[src/rtl/priority_encoder4to2_seq.sv]
// Registered 4-to-2 priority encoder: latches request lines and presents them
// one at a time as a binary index under a valid/ack handshake.
module priority_encoder4to2_seq #(
  parameter bit HI_FIRST = 1'b1
) (
  input  logic       clk,
  input  logic       rst,
  input  logic       E,
  input  logic [3:0] req,
  input  logic       ack,
  output logic [1:0] y,
  output logic       valid,
  output logic [3:0] pending,
  output logic       ovf
);

  // state   | meaning
  // IDLE    | nothing presented; arbitrate pending on the next edge
  // PRESENT | y holds a pending index, valid=1, waiting for ack
  typedef enum logic [0:0] {
    IDLE    = 1'b0,
    PRESENT = 1'b1
  } state_t;

  state_t     state;
  logic [3:0] set_req;
  logic [3:0] clr;
  logic [3:0] pending_nxt;
  logic       ovf_hit;

  function automatic logic [1:0] winner(input logic [3:0] p);
    logic [1:0] w;
    w = 2'd0;
    if (HI_FIRST) begin
      if (p[3])      w = 2'd3;
      else if (p[2]) w = 2'd2;
      else if (p[1]) w = 2'd1;
      else           w = 2'd0;
    end else begin
      if (p[0])      w = 2'd0;
      else if (p[1]) w = 2'd1;
      else if (p[2]) w = 2'd2;
      else           w = 2'd3;
    end
    return w;
  endfunction

  // A set on the same edge as the clear wins, so a re-request is never lost.
  always_comb begin
    set_req     = 4'b0000;
    clr         = 4'b0000;
    pending_nxt = pending;
    ovf_hit     = 1'b0;
    if (E) set_req = req;
    if (valid && ack) clr = 4'b0001 << y;
    pending_nxt = (pending & ~clr) | set_req;
    ovf_hit     = |(set_req & pending & ~clr);
  end

  always_ff @(posedge clk or posedge rst) begin
    if (rst) begin
      state   <= IDLE;
      y       <= 2'b00;
      valid   <= 1'b0;
      pending <= 4'b0000;
      ovf     <= 1'b0;
    end else begin
      pending <= pending_nxt;
      if (ovf_hit) ovf <= 1'b1;
      case (state)
        IDLE: begin
          if (pending != 4'b0000) begin
            state <= PRESENT;
            y     <= winner(pending);
            valid <= 1'b1;
          end
        end
        PRESENT: begin
          // y stays frozen until ack even if a higher-priority bit latches
          if (ack) begin
            state <= IDLE;
            valid <= 1'b0;
          end
        end
        default: begin
          state <= IDLE;
          valid <= 1'b0;
        end
      endcase
    end
  end

endmodule
[config.mk]
export PLATFORM = sky130hd
export DESIGN_NAME = priority_encoder4to2_seq
export DESIGN_NICKNAME = d
export VERILOG_FILES = /design/src/rtl/priority_encoder4to2_seq.sv
export SDC_FILE = /design/constraint.sdc
export NUM_CORES = 1
export LEC_CHECK = 0
export CORE_AREA = 2 2 39 41
export DETAILED_ROUTE_END_ITERATION = 16
export DIE_AREA = 0 0 41 43
export DONT_BUFFER_PORTS = 1
export GPL_TIMING_DRIVEN = 0
export PLACE_DENSITY_LB_ADDON = 0.15
export SLEW_MARGIN = 20
export SYNTH_ARGS = -nofsm -noshare
export SYNTH_HDL_FRONTEND = slang
export SYNTH_SLANG_ARGS = --single-unit
export TNS_END_PERCENT = 10
[constraint.sdc]
create_clock -name clk -period 1.5 [get_ports clk]
set_clock_uncertainty 0.05 [all_clocks]
set_input_delay 0.45 -clock clk [delete_from_list [all_inputs] [get_ports clk]]
set_output_delay 0.45 -clock clk [all_outputs]
set_load 0.005 [all_outputs]
Word level (Yosys, flattened, before mapping)
Cells that the tools add are included.
W data, S select, Z words.
{"block": "word_totals", "regBits": 9, "inputBits": 8, "out_inout_bits": 8, "word_cells": 30}
{"block": "op_classes", "reduce_logical": 5, "muxes": 11, "bitwise_logic": 6, "n_shift": 1, "eq_ne": 2}
{"operator": "$and A4 B4 Y4", "count": 3}
{"operator": "$mux W4", "count": 2}
{"operator": "$mux W1", "count": 5}
{"operator": "$mux W2", "count": 2}
{"operator": "$ne A2 B2 Y1 const B", "count": 2}
{"operator": "$not A4 Y4", "count": 1}
{"operator": "$or A4 B4 Y4", "count": 1}
{"operator": "$pmux W1 S2", "count": 2}
{"operator": "$reduce_and A2 Y1", "count": 2}
{"operator": "$reduce_bool A4 Y1", "count": 1}
{"operator": "$reduce_or A4 Y1", "count": 1}
{"operator": "$shl A1 B2 Y4 const A", "count": 1}
{"operator": "$logic_and A1 B1 Y1", "count": 1}
{"operator": "$not A1 Y1", "count": 1}

Depth between registers and ports, before layout
{"block": "depth", "word_depth": 5, "depth_mapped": 3, "ltp_nobuf": 3}

Least setup slack after synthesis
Ideal clock, no wire load.
{"block": "synth_path", "kind": "reg-to-reg", "from": "register pending[1]", "to": "register state", "period_less_slack_ns": 1.250, "setup_slack_ns": 0.250, "arrival_time_ns": 1.073, "path_stages_with_launch": 4, "t_required_ns": 1.323, "path_buffers": 0, "cell_sequence": "dfrtp_1 > or4_4 > nor2_1 > a21oi_1"}
{"block": "synth_via", "elab_chain_len": 3}
{"element": "from (decl)", "line": "13", "rtl": "output logic [3:0] pending,"}
{"element": "from (signal assigned)", "line": "68", "rtl": "pending <= pending_nxt;"}
{"element": "$reduce_bool A4 Y1", "line": "72", "rtl": "if (pending != 4'b0000) begin"}
{"element": "$mux W1", "line": "72"}
{"element": "$pmux W1 S2", "line": "70", "rtl": "case (state)"}
{"element": "to (signal assigned)", "line": "73", "rtl": "state <= PRESENT;"}
{"element": "to (signal assigned)", "line": "81", "rtl": "state <= IDLE;"}
{"element": "to (signal assigned)", "line": "86", "rtl": "state <= IDLE;"}
{"element": "to (decl)", "line": "25", "rtl": "state_t state;"}
No other way between the ends.
A chain may end at the register's enable or synchronous reset.

Worst setup path after layout
{"block": "layout_path", "from": "register pending[1]", "to": "register y[1]"}
{"block": "layout_via", "elab_chain_len": 2}
{"element": "$reduce_bool A4 Y1", "line": "72"}
{"element": "$reduce_and A2 Y1 (no source line)"}
{"element": "to (signal assigned)", "line": "74", "rtl": "y <= winner(pending);"}
{"element": "to (decl)", "line": "11", "rtl": "output logic [1:0] y,"}
No other way between the ends.

==> reports/qor.yml <==
floorplanning:
  die_height_um: 43
  start_util: 0.300
  die_area_um2: 1760
  rows: 14
  core-area_um2: 1380
  dieWidth_um: 41
  io_pins: 16
worst_setup_path:
  worstPathRequired_ns: 1.64
  cp.arrival_ns: 1.47
  path_cells: "or4_4 -> nand2b_1 -> o2bb2ai_1"
  crit_type: "flip-flop to flip-flop"
  crit_fanout: 5
  crit_slowest_cell: "or4_4"
  reg2reg_from: "pending[1]$_DFF_PP0_"
  r2r_cells: 3
  slowest_delay_ns: 0.57
  crit_start: "pending[1]$_DFF_PP0_"
  endpoint: "y[1]$_DFFE_PP0P_"
  worstSetupEndpointType: "flip-flop"
  r2r_slack_ns: 0.18
  r2r_end: "y[1]$_DFFE_PP0P_"
  startpoint_type: "flip-flop"
clocking:
  clock_latency_ns: 0.27
  cts_tree: "built"
  clk_pin_slew_ns: 0.06
  post_cts_resized: 0
  htreeDepth: 1
  cts_num_sinks: 9
  root_buffer: "clkbuf_4"
  cts_buffer_depth: 2
  cts_buffers: 3
detailed_routing:
  wirelength_um: 937
  route.vias.total: 349
  first_pass_iters: 4
  ant_nets: 0
  avgRoutedWirePerCell_um: 15.4
  drc: 0
  via_per_inst: 5.72
  drtIter0Drc: 9
sta:
  rsz0062_at_grt: "no"
  holdWs_ns: 0.221
  min_period_ns: 1.32
  slew_headroom: 0.772
  setup_viol: 0
  hold_viol_final: 0
  tns_ns: 0
  timing_worst_slew_pin_value_ns: 0.342
  slew_violations: 0
  period_share: 0.883
  max_freq_mhz: 755
layout:
  area.growth.synth_to_final_pct: 13.6
  drive_above_1_share: 0.0889
  final_nets: 54
  finalNonFillerCells: 61
  num_antenna_cells: 0
synthesis:
  ys_seq_area_frac: 0.542
  synth.area.top_cells: "dfrtp_1 54%, a22o_1 6.3%, nand4_1 6.0%, a21oi_1 3.6%, o21ai_0 3.6%"
  synth_top_area_frac: 0.542
  ys_seq_elements: 9
  syn_area_um2: 415
  yosys.area.top_type: "dfrtp_1"
  synth_nets: 48
  syn-instance-count: 40
  yosysUniqueCellTypes: 17
  yosysWarnings: 0
  syn_avg_cell_area_um2: 10.4
pwr:
  p_per_area_nw_per_um2: 1250
  ir_worst_vdd_v: 0.000291
  seqPwrFrac: 0.569
  switching_power_uw: 178
  power.internal_uw: 414
  total_power_uw: 592
  power_frac_comb: 0.108
  static-leakage-power_uw: 0.000184
  clkPwrFrac: 0.323
  switching_share: 0.301
global_route:
  grt_max_degree: 10
  grt_pass1_vias: 352
  grt_usage: 0.134
  antenna_found_initial: 0
  grt_pass1_wl_mm: 1.49
  overflow: 0
min_path:
  hold_path_class: "input port to flip-flop"
run_status:
  status: "finished clean"
run:
  drv_cap: 0
placement:
  placed_cells_incl_taps: 56
  globalplace.congestion: 0.693
  dpl.hpwl_um: 696
  port_buffers: 0
-- cell usage in the layout, fill, tap and decap left out --
cell type,n
a21oi_1,3
a22o_1,3
a41oi_1,1
clkbuf_1,2
clkbuf_4,3
dfrtp_1,9
dlygate4sd3_1,1
inv_1,2
nand2_1,2
nand2b_1,2
nand3_1,1
nand4_1,4
nand4b_1,1
nand4bb_1,1
nor2_1,4
o2111ai_1,1
o21ai_0,3
o2bb2ai_1,1
or4_4,1
-- kinds of logic after synthesis --
family | count (synthesis) | share of synthesized area
flip-flops | 9 | 0.542
AND/OR/NAND/NOR | 16 | 0.232
AO/OA/AOI/OAI | 12 | 0.199
buffers and inverters | 3 | 0.0271
-- final cells by class --
| class | count | area, µm² |
|---|---|---|
| Tap cell | 16 | 20.0 |
| Buffer | 1 | 3.75 |
| Sequential cell | 9 | 225 |
| Fill cell | 156 | 912 |
| Multi-Input combinational cell | 28 | 179 |
| Clock buffer | 4 | 26.3 |
| Timing Repair Buffer | 1 | 10.0 |
| Inverter | 2 | 7.51 |
-- power by group through the flow --
stage | clock [µW] | sequential (µW) | combinational, µW
after global placement | 0 | 341 | 60.9
after global routing | 217 | 347 | 73.4
after floorplan | 0 | 324 | 53.7
final | 191 | 337 | 63.8
after detailed placement | 0 | 342 | 62.1
after CTS | 196 | 338 | 64.6
-- how the worst min path moves through the flow --
stage | startpoint | endpoint | slack (ns) | cells past startpoint
after floorplan | rst | ovf$_DFFE_PP0P_ | 0.23 | 1
after global placement | rst | y[0]$_DFFE_PP0P_ | 0.27 | 1
after detailed placement | rst | y[0]$_DFFE_PP0P_ | 0.27 | 1
after CTS | ack | state$_DFF_PP0_ | 0.22 | 1
after global routing | ack | state$_DFF_PP0_ | 0.21 | 1
final | ack | state$_DFF_PP0_ | 0.22 | 1
-- synthesized netlist by cell type --
library cell	number
nor2_1	4
o2bb2ai_1	1
nand4b_1	1
o21ai_0	3
o2111ai_1	1
nand2_1	2
nand4bb_1	1
a22o_1	3
a41oi_1	1
nand2b_1	2
inv_1	2
nand3_1	1
a21oi_1	3
nand4_1	4
dfrtp_1	9
or4_4	1
clkbuf_1	1
-- critical path, delay by kind of cell (launching register included) --
kind / cells / cell delay [ns]
AND/OR/NAND/NOR: 2 / 0.66
AO/OA/AOI/OAI: 1 / 0.11
flip-flops: 1 / 0.44
-- registers in the layout (all words and copies together), names as in the netlist --
signal and count:
y 2, state 1, pending 4, valid 1, ovf 1
-- per-layer routing --
metal	track usage	routed length (µm)	vias to the layer above
li1	-	-	163
met1	0.150	397	168
met2	0.178	433	14
met3	0.0628	76	4
met4	0.120	29	0
met5	0	0	-
-- metrics by stage --
stage	setup WS [ns]	utilization	area [µm²]
2_1_floorplan	0.250	-	415
3_3_place_gp	0.182	0.315	435
3_5_place_dp	0.191	0.315	435
4_1_cts	0.171	0.341	472
5_1_grt	0.126	0.341	472
6_report	0.176	0.341	472
-- timing repair --
item	in CTS	in global routing
hold buffers	1	0
buffers inserted	0	0
hold endpoints to repair	9	0
No activity file was read; power rests on OpenSTA's default activity.
